### src/rtl/loader_pkg.sv
// Shared types and widths for the instruction memory loader.
// Imported by the loader top and its byte assembler.
package loader_pkg;

  typedef enum logic [2:0] {
    IDLE,
    HDR,
    DATA,
    WRITE,
    DONE,
    ERR
  } state_t;

  localparam int CNT_W = 2;
  localparam int WC_W  = 32;

endpackage

### src/rtl/byte_word_assembler.sv
// Little-endian byte to 32-bit word assembler.
// word is valid together with word_full, in the cycle of the 4th byte.
module byte_word_assembler
  import loader_pkg::*;
(
  input  logic        clk,
  input  logic        res,
  input  logic        strobe,
  input  logic        clr,
  input  logic [7:0]  din,
  output logic [31:0] word,
  output logic        word_full
);

  logic [CNT_W-1:0] cnt;
  logic [23:0]      sr;

  assign word      = {din, sr};
  assign word_full = strobe && (cnt == CNT_W'(3));

  // Shift bytes in from the top so the first byte ends up in bits 7:0.
  always_ff @(posedge clk or posedge res) begin
    if (res) begin
      cnt <= '0;
      sr  <= '0;
    end else if (clr) begin
      cnt <= '0;
      sr  <= '0;
    end else if (strobe) begin
      cnt <= cnt + CNT_W'(1);
      sr  <= {din, sr[23:8]};
    end
  end

endmodule

### src/rtl/instr_mem_loader.sv
// Streams a length-prefixed byte image into instruction memory.
// Keeps the CPU halted until every word has been written.
module instr_mem_loader
  import loader_pkg::*;
#(
  parameter int MEM_LENGTH = 100,
  parameter int TIMEOUT    = 1000000
) (
  input  logic        clk,
  input  logic        res,
  input  logic        start,
  input  logic [7:0]  rx_data,
  input  logic        rx_valid,
  output logic        rx_ready,
  output logic        instr_en,
  output logic [31:0] mem_adr,
  output logic [31:0] mem_in,
  output logic        cpu_run,
  output logic        done,
  output logic        err
);

  localparam bit TMO_EN = (TIMEOUT > 0);
  localparam logic [31:0] TMO_LIM =
    TMO_EN ? 32'(TIMEOUT - 1) : 32'd0;
  localparam logic [WC_W-1:0] MAX_N =
    WC_W'(MEM_LENGTH);

  state_t state, state_n;

  logic [WC_W-1:0] n_q, n_d;
  logic [WC_W-1:0] idx_q, idx_d;
  logic [31:0]     tmo_q, tmo_d;
  logic [31:0]     adr_d, data_d;
  logic [31:0]     word;
  logic            word_full;
  logic            xfer, clr, tmo_hit;

  assign xfer    = rx_valid & rx_ready;
  assign clr     = (state == IDLE) ||
                   (state == DONE) ||
                   (state == ERR);
  assign tmo_hit = TMO_EN && !xfer &&
                   (tmo_q == TMO_LIM);

  byte_word_assembler u_asm (
    .clk       (clk),
    .res       (res),
    .strobe    (xfer),
    .clr       (clr),
    .din       (rx_data),
    .word      (word),
    .word_full (word_full)
  );

  // Next state, counters and the values the output registers load.
  always_comb begin
    state_n = state;
    n_d     = n_q;
    idx_d   = idx_q;
    tmo_d   = '0;
    adr_d   = mem_adr;
    data_d  = mem_in;
    unique case (state)
      IDLE: begin
        if (start) state_n = HDR;
      end
      HDR: begin
        if (word_full) begin
          n_d   = word;
          idx_d = '0;
          if (word == '0)
            state_n = DONE;
          else if (word > MAX_N)
            state_n = ERR;
          else
            state_n = DATA;
        end else if (xfer) begin
          tmo_d = '0;
        end else if (tmo_hit) begin
          state_n = ERR;
        end else if (TMO_EN) begin
          tmo_d = tmo_q + 32'd1;
        end
      end
      DATA: begin
        if (word_full) begin
          state_n = WRITE;
          adr_d   = 32'(idx_q);
          data_d  = word;
        end else if (xfer) begin
          tmo_d = '0;
        end else if (tmo_hit) begin
          state_n = ERR;
        end else if (TMO_EN) begin
          tmo_d = tmo_q + 32'd1;
        end
      end
      WRITE: begin
        idx_d = idx_q + WC_W'(1);
        if (idx_d == n_q)
          state_n = DONE;
        else
          state_n = DATA;
      end
      DONE: begin
        if (start) state_n = HDR;
      end
      ERR: begin
        if (start) state_n = HDR;
      end
      default: state_n = IDLE;
    endcase
  end

  // State and bookkeeping registers.
  always_ff @(posedge clk or posedge res) begin
    if (res) begin
      state <= IDLE;
      n_q   <= '0;
      idx_q <= '0;
      tmo_q <= '0;
    end else begin
      state <= state_n;
      n_q   <= n_d;
      idx_q <= idx_d;
      tmo_q <= tmo_d;
    end
  end

  // Outputs are registered from the next state so they align with it.
  always_ff @(posedge clk or posedge res) begin
    if (res) begin
      rx_ready <= 1'b0;
      instr_en <= 1'b0;
      mem_adr  <= '0;
      mem_in   <= '0;
      cpu_run  <= 1'b0;
      done     <= 1'b0;
      err      <= 1'b0;
    end else begin
      rx_ready <= (state_n == HDR) ||
                  (state_n == DATA);
      instr_en <= (state_n == WRITE);
      mem_adr  <= adr_d;
      mem_in   <= data_d;
      cpu_run  <= (state_n == DONE);
      done     <= (state_n == DONE);
      err      <= (state_n == ERR);
    end
  end

endmodule
### config.mk
export PLATFORM = sky130hd
export DESIGN_NAME = instr_mem_loader
export DESIGN_NICKNAME = d
export VERILOG_FILES = /design/src/rtl/loader_pkg.sv /design/src/rtl/byte_word_assembler.sv /design/src/rtl/instr_mem_loader.sv
export SDC_FILE = /design/constraint.sdc
export NUM_CORES = 1
export LEC_CHECK = 0
export ABC_AREA = 1
export CAP_MARGIN = 10
export CORE_UTILIZATION = 29
export CTS_CLUSTER_SIZE = 28
export DETAILED_ROUTE_END_ITERATION = 7
export DONT_BUFFER_PORTS = 1
export REMOVE_ABC_BUFFERS = 1
export SETUP_SLACK_MARGIN = 0.4
export SYNTH_ARGS = -nofsm -noshare
export SYNTH_HDL_FRONTEND = slang
export SYNTH_HIERARCHICAL = 1
export SYNTH_SLANG_ARGS = --single-unit
### constraint.sdc
create_clock -name clk -period 5.3 [get_ports clk]
set_input_delay 0.265 -clock clk [delete_from_list [all_inputs] [get_ports clk]]
set_output_delay 0.265 -clock clk [all_outputs]
set_load 0.005 [all_outputs]
==> impl_metrics.yaml, run 1 <==
die:
  die_area_um2: 34600
  die_w_um: 186
  die_h_um: 186
  core_um2: 32900
  io_pins: 81
  initial_core_util: 0.298
  rows: 66
finish:
  area_growth_pct: 10.6
  final_area_um2: 10900
  drive_gt1_frac: 0.0626
  antenna_cells: 0
  final_util: 0.329
  nets: 1280
synth:
  synthTopCellsByArea: "dfrtp_1 (49%), nand2_1 (15%), o21ai_0 (5.9%), nand3_1 (5.7%), inv_1 (5.3%)"
  ys_warn_count: 6
  synth-main-ff-cell: "dfrtp_1"
  yosysTopAreaCellShare: 0.492
  synth-edff-count: 0
  ys_seq_elements: 193
  synthCells: 1277
  synth_area_um2: 9810
  async_flop_share: 1.00
  syn_area_per_cell_um2: 7.68
  synth_seq_area_share: 0.492
  synth_top_area_cell: "dfrtp_1"
  synth.distinct_cells: 34
routing:
  drt_iter0_markers: 612
  wire_per_inst_um: 15.6
  viasPerCell: 4.74
  wl_um: 26800
  antenna_left: 0
  vias: 8150
  dr.pass1.iters: 5
  drc_errors: 0
timing:
  setup_viol: 0
  hold_slack_ns: 0.00485
  clock_skew_ns: 0.0147
  relSlewSlack: 0.176
  fin_crit_sh: 0.597
  drv_slew: 0
  max_freq_ghz: 0.316
  worst_pin_slew_ns: 1.23
  finalSetupTns_ns: 0
  fin_crit_ns: 3.16
  rsz0062_at_grt: "no"
  hold_viol: 0
grt:
  grt_pass1_vias: 7798
  antenna_found_initial: 0
  grt_max_degree: 107
  grt_pass1_wl_um: 42700
  grt_usage: 0.162
  gr-total-overflow: 0
power_and_ir_drop:
  power.share.clock: 0.259
  seqPwrFrac: 0.407
  power.internal_uw: 2850
  power_density_nw_per_um2: 457
  power_frac_comb: 0.333
  power.switching_uw: 2100
  p_leak_uw: 0.00508
  swShare: 0.424
  irDropWorstVdd_mv: 0.232
clocking:
  clock-root-buffer: "clkbuf_16"
  path_clk_slew_ns: 0.08
  numCtsBuffers: 17
  h-tree-depth: 4
  cts_sinks: 193
  clk-insertion-delay-late_ns: 0.44
  cts_buffer_depth: 2
  cts_setup_buffers: 0
  cts_tree: "done"
worst_setup_path:
  critPathMostFrequentCell: "inv_1"
  cp-start-kind: "register"
  crit_fanout: 31
  worstPathRequired_ns: 5.56
  cp_slowest_stage_delay_ns: 0.89
  crit_path_end_kind: "register"
  crit_slowest_cell: "inv_1"
  path_class: "reg -> reg"
  critPathArrivalTime_ns: 3.42
  crit_chain: "nand2_1 > inv_1 > nand2_1 > inv_1 > inv_1 > nor2_1 > buf_4 > nor2_1 > inv_1 > o21ai_0"
place:
  port_buffers: 0
  routabilityCongestion: 0.921
  place_area_um2: 10200
  hpwl_um: 19800
min_path:
  hold_class: "in -> reg"
job:
  max-cap-violations: 0
outcome:
  outcome: "complete, no violations"
## through the flow
step | setup WS, ns | power [µW] | std cells
finish | 2.14 | 4960 | 1720
global route | 1.71 | 5310 | 1720
CTS | 2.13 | 4980 | 1720
detailed placement | 2.14 | 3680 | 1679
global placement | 2.19 | 3640 | 1679
floorplan | 0.517 | 3170 | 1233
## layer usage
metal / track usage / part of all wire
met4: 0.0548 / 0.022
met2: 0.262 / 0.47
met1: 0.208 / 0.45
met3: 0.0427 / 0.067
met5: 0 / 0
## final timing paths
kind                            cells after the start         to  startpoint  slack [ns]
min in group asynchronous                           2   tmo_q[0]         res        0.56
worst max-delay path                               10  idx_q[15]    rx_ready        2.14
max in group asynchronous                           3  idx_q[12]         res        3.34
worst min register to register                      1   tmo_q[0]    tmo_q[0]        0.47
worst max register to register                     10  idx_q[15]    rx_ready        2.14
worst min-delay path                                2    n_q[27]  rx_data[3]       0.005
## cell usage after synthesis, types with 13 or more instances
cell type	count
nand2_1	395
o22ai_1	21
nand4_1	25
nor3_1	23
nand3_1	111
dfrtp_1	193
inv_1	138
clkbuf_1	28
nand3b_1	18
a21oi_1	13
o21ai_0	115
nor2_1	106
## placed cells by master, fill, tap and decap left out, types with 11 or more instances in the layout
| master | count |
|---|---|
| a21oi_1 | 13 |
| dfrtp_1 | 193 |
| nand3b_1 | 18 |
| nor2_1 | 105 |
| inv_1 | 137 |
| nand2_1 | 395 |
| nor2_2 | 12 |
| o22ai_1 | 21 |
| o21ai_0 | 115 |
| nor3_1 | 23 |
| nand4_1 | 25 |
| nand2_2 | 11 |
| clkbuf_16 | 17 |
| nand3_1 | 111 |
## sequential cells by signal (all words and copies together) (netlist names), 2 cells and up
| name | flops |
|---|---|
| idx_q | 32 |
| mem_adr | 32 |
| mem_in | 32 |
| n_q | 32 |
| tmo_q | 32 |
| u_asm/sr | 24 |
| state | 3 |
| u_asm/cnt | 2 |
## layout make-up
cell class                 count  area [µm²]
clock buffer                  17         425
clock inverter                15         159
fill                        3465       22100
inverter                     144         547
multi-input combinational    896        4220
sequential                   193        4830
tap                          442         553
timing repair buffer          13         120
## worst max-delay path: cells and delay by family (launching register included)
kind            cells  cell delay [ns]
buf+inv             5             1.97
flops               1             0.38
compound gates      1             0.19
simple gates        4             0.42
## kinds of logic after synthesis
logic type               share of synthesized area
XOR/XNOR                                    0.0130
AO/OA/AOI/OAI                               0.0839
adder cells (fa/ha/maj)                    0.00383
AND/OR/NAND/NOR                              0.329
flip-flops                                   0.492
buffers and inverters                       0.0782
## power by group through the flow
stage          logic [µW]  clock network [µW]  registers (µW)
5_1_grt              1880                1370            2060
6_report             1650                1290            2020
4_1_cts              1660                1320            2010
3_5_place_dp         1640                   0            2040
3_3_place_gp         1610                   0            2030
2_1_floorplan        1230                   0            1940
## timing repair
action	CTS	global route
endpoints found under the setup margin	0	0
hold endpoints to repair	141	0
hold buffers	9	0
gates resized for setup	0	0
(Power assumes the default switching activity.)
==> run 2, diff against run 1 <==
==> constraint.sdc (replaced) <==
create_clock -name clk -period 2.8 [get_ports clk]
set_input_delay 0.14 -clock clk [delete_from_list [all_inputs] [get_ports clk]]
set_output_delay 0.14 -clock clk [all_outputs]
set_load 0.005 [all_outputs]
==> run 2 against run 1 <==
Clock power increased by 100%; largest power group unchanged; combinational power increased by 120%; wire length rose by 7.4%.
==> impl_metrics.yaml, run 2 (synthesis results as in run 1) <==
die:
  die_area_um2: 34600
  core_um2: 32900
  rows: 66
  initial_core_util: 0.298
  die_w_um: 186
  io_pins: 81
  die_h_um: 186
worst_setup_path:
  crit_fanout: 4
  r2r-start: "tmo_q[0]"
  crit_path_end_kind: "register"
  critPathArrivalTime_ns: 2.66
  rr_worst_depth: 14
  r2r_slack_ns: 0.49
  worstPathRequired_ns: 3.14
  cp-start-kind: "register"
  critical_path.reg2reg.endpoint: "tmo_q[30]"
  path_class: "reg -> reg"
timing:
  max_freq_ghz: 0.432
  hold_viol: 0
  clock_skew_ns: 0.0164
  worst_pin_slew_ns: 1.06
  fin_crit_sh: 0.826
  rsz0062_at_grt: "yes"
  fin_crit_ns: 2.31
  relSlewSlack: 0.293
  setup_viol: 0
  drv_slew: 0
grt:
  busiest_layer: "met2"
  gr-total-overflow: 0
  grtUsageMet2: 0.280
  grt_max_degree: 71
  grt.met3_usage: 0.0315
  grt_usage: 0.172
  use_met1: 0.228
  grt_pass1_vias: 8238
  antenna_found_initial: 1
  grt_pass1_wl_um: 45300
clocking:
  path_clk_slew_ns: 0.08
  clock-root-buffer: "clkbuf_16"
  numCtsBuffers: 17
  cts_buffer_depth: 2
  h-tree-depth: 4
  clk-insertion-delay-late_ns: 0.45
  cts_tree: "done"
  cts_sinks: 193
routing:
  antenna_left: 0
  drc_errors: 0
  wire_per_inst_um: 16.3
  wl_um: 28700
  viasPerCell: 4.77
  drt_iter0_markers: 758
  dr.pass1.iters: 5
  vias: 8396
finish:
  final_cell_mix: "nand2_1 (374), dfrtp_1 (186), inv_1 (135)"
  nets: 1318
  fillerInstances: 3447
  drive_gt1_frac: 0.130
  area_growth_pct: 16.9
  final_util: 0.348
  final_common_cell: "nand2_1"
place:
  hpwl_um: 21200
  port_buffers: 0
  routabilityCongestion: 0.920
min_path:
  hold_class: "in -> async"
power_and_ir_drop:
  power_density_nw_per_um2: 878
  irDropWorstVdd_mv: 0.411
  p_leak_uw: 0.00534
  fin_total_pwr_uw: 10100
outcome:
  outcome: "complete, no violations"
job:
  max-cap-violations: 0
## run 2: cell count changes in the layout (fill, tap and decap cells not counted), moves of 9 or more
cell	delta
nand2_2	+18
nor2_1	-13
nor2_4	+9
buf_4	+31
nand2_1	-21
## run 2: metal layers
metal | part of all wire | up-vias
met5 | 0 | -
met4 | 0.021 | 0
met2 | 0.47 | 215
met3 | 0.055 | 33
met1 | 0.45 | 3974
li1 | - | 4174
## run 2: stage by stage
| stage | instance area [µm²] | setup WS (ns) | instances | TNS [ns] | hold slack [ns] |
|---|---|---|---|---|---|
| detailed placement | 10300 | 0.180 | 1691 | 0 | 0.172 |
| CTS | 11100 | 0.416 | 1737 | 0 | 0.319 |
| floorplan | 9580 | -1.86 | 1233 | -310.70 | 0.180 |
| global placement | 10300 | 0.296 | 1691 | 0 | 0.166 |
| finish | 11500 | 0.487 | 1759 | 0 | 0.298 |
| global route | 11500 | 0.306 | 1759 | 0 | 0.354 |
## run 2: worst max-delay path: stages (launching register included)
cell	delay, ns
dfrtp_1	0.37
ha_1	0.20
nand3_1	0.14
nor2_2	0.21
nand2_1	0.11
nor2_2	0.17
nand2_1	0.11
nor2_1	0.15
nand3_1	0.11
nor2_1	0.15
nand2_1	0.12
inv_1	0.11
nand2_1	0.07
o21ai_0	0.14
a21oi_1	0.05
## run 2: power by group
group / total (µW) / internal, µW / leakage (µW) / switching [µW]
clock: 2590 / 1320 / 0.000302 / 1270
combinational: 3620 / 1160 / 0.00248 / 2460
sequential: 3870 / 3280 / 0.00256 / 586
## run 2: worst max-delay path by stage
stage | to | slack (ns) | cells past startpoint | startpoint
after floorplan | done | -1.86 | 1 | res
after global placement | rx_ready | 0.30 | 18 | idx_q[0]
after detailed placement | rx_ready | 0.18 | 18 | idx_q[0]
after CTS | rx_ready | 0.42 | 19 | idx_q[1]
after global routing | rx_ready | 0.31 | 17 | idx_q[1]
final | tmo_q[30] | 0.49 | 14 | tmo_q[0]
## run 2: area by class of cell
| class | count | area, µm² | area share |
|---|---|---|---|
| well taps | 442 | 553 | 0.0482 |
| inverters | 144 | 554 | 0.0483 |
| multi-input cells | 896 | 4430 | 0.386 |
| repair buffers | 51 | 457 | 0.0398 |
| diodes | 1 | 2.50 | 0.000218 |
| clock inverters | 14 | 193 | 0.0168 |
| clock buffers | 18 | 439 | 0.0383 |
| flip-flops and latches | 193 | 4840 | 0.422 |
## run 2: repair_timing
action                                  in CTS  in global routing
gates resized for setup                      2                 72
pin swaps                                    1                 29
endpoints found under the setup margin       5                 54
endpoints found under the hold margin      120                  0
hold buffers                                10                  0
buffers inserted                             4                 21
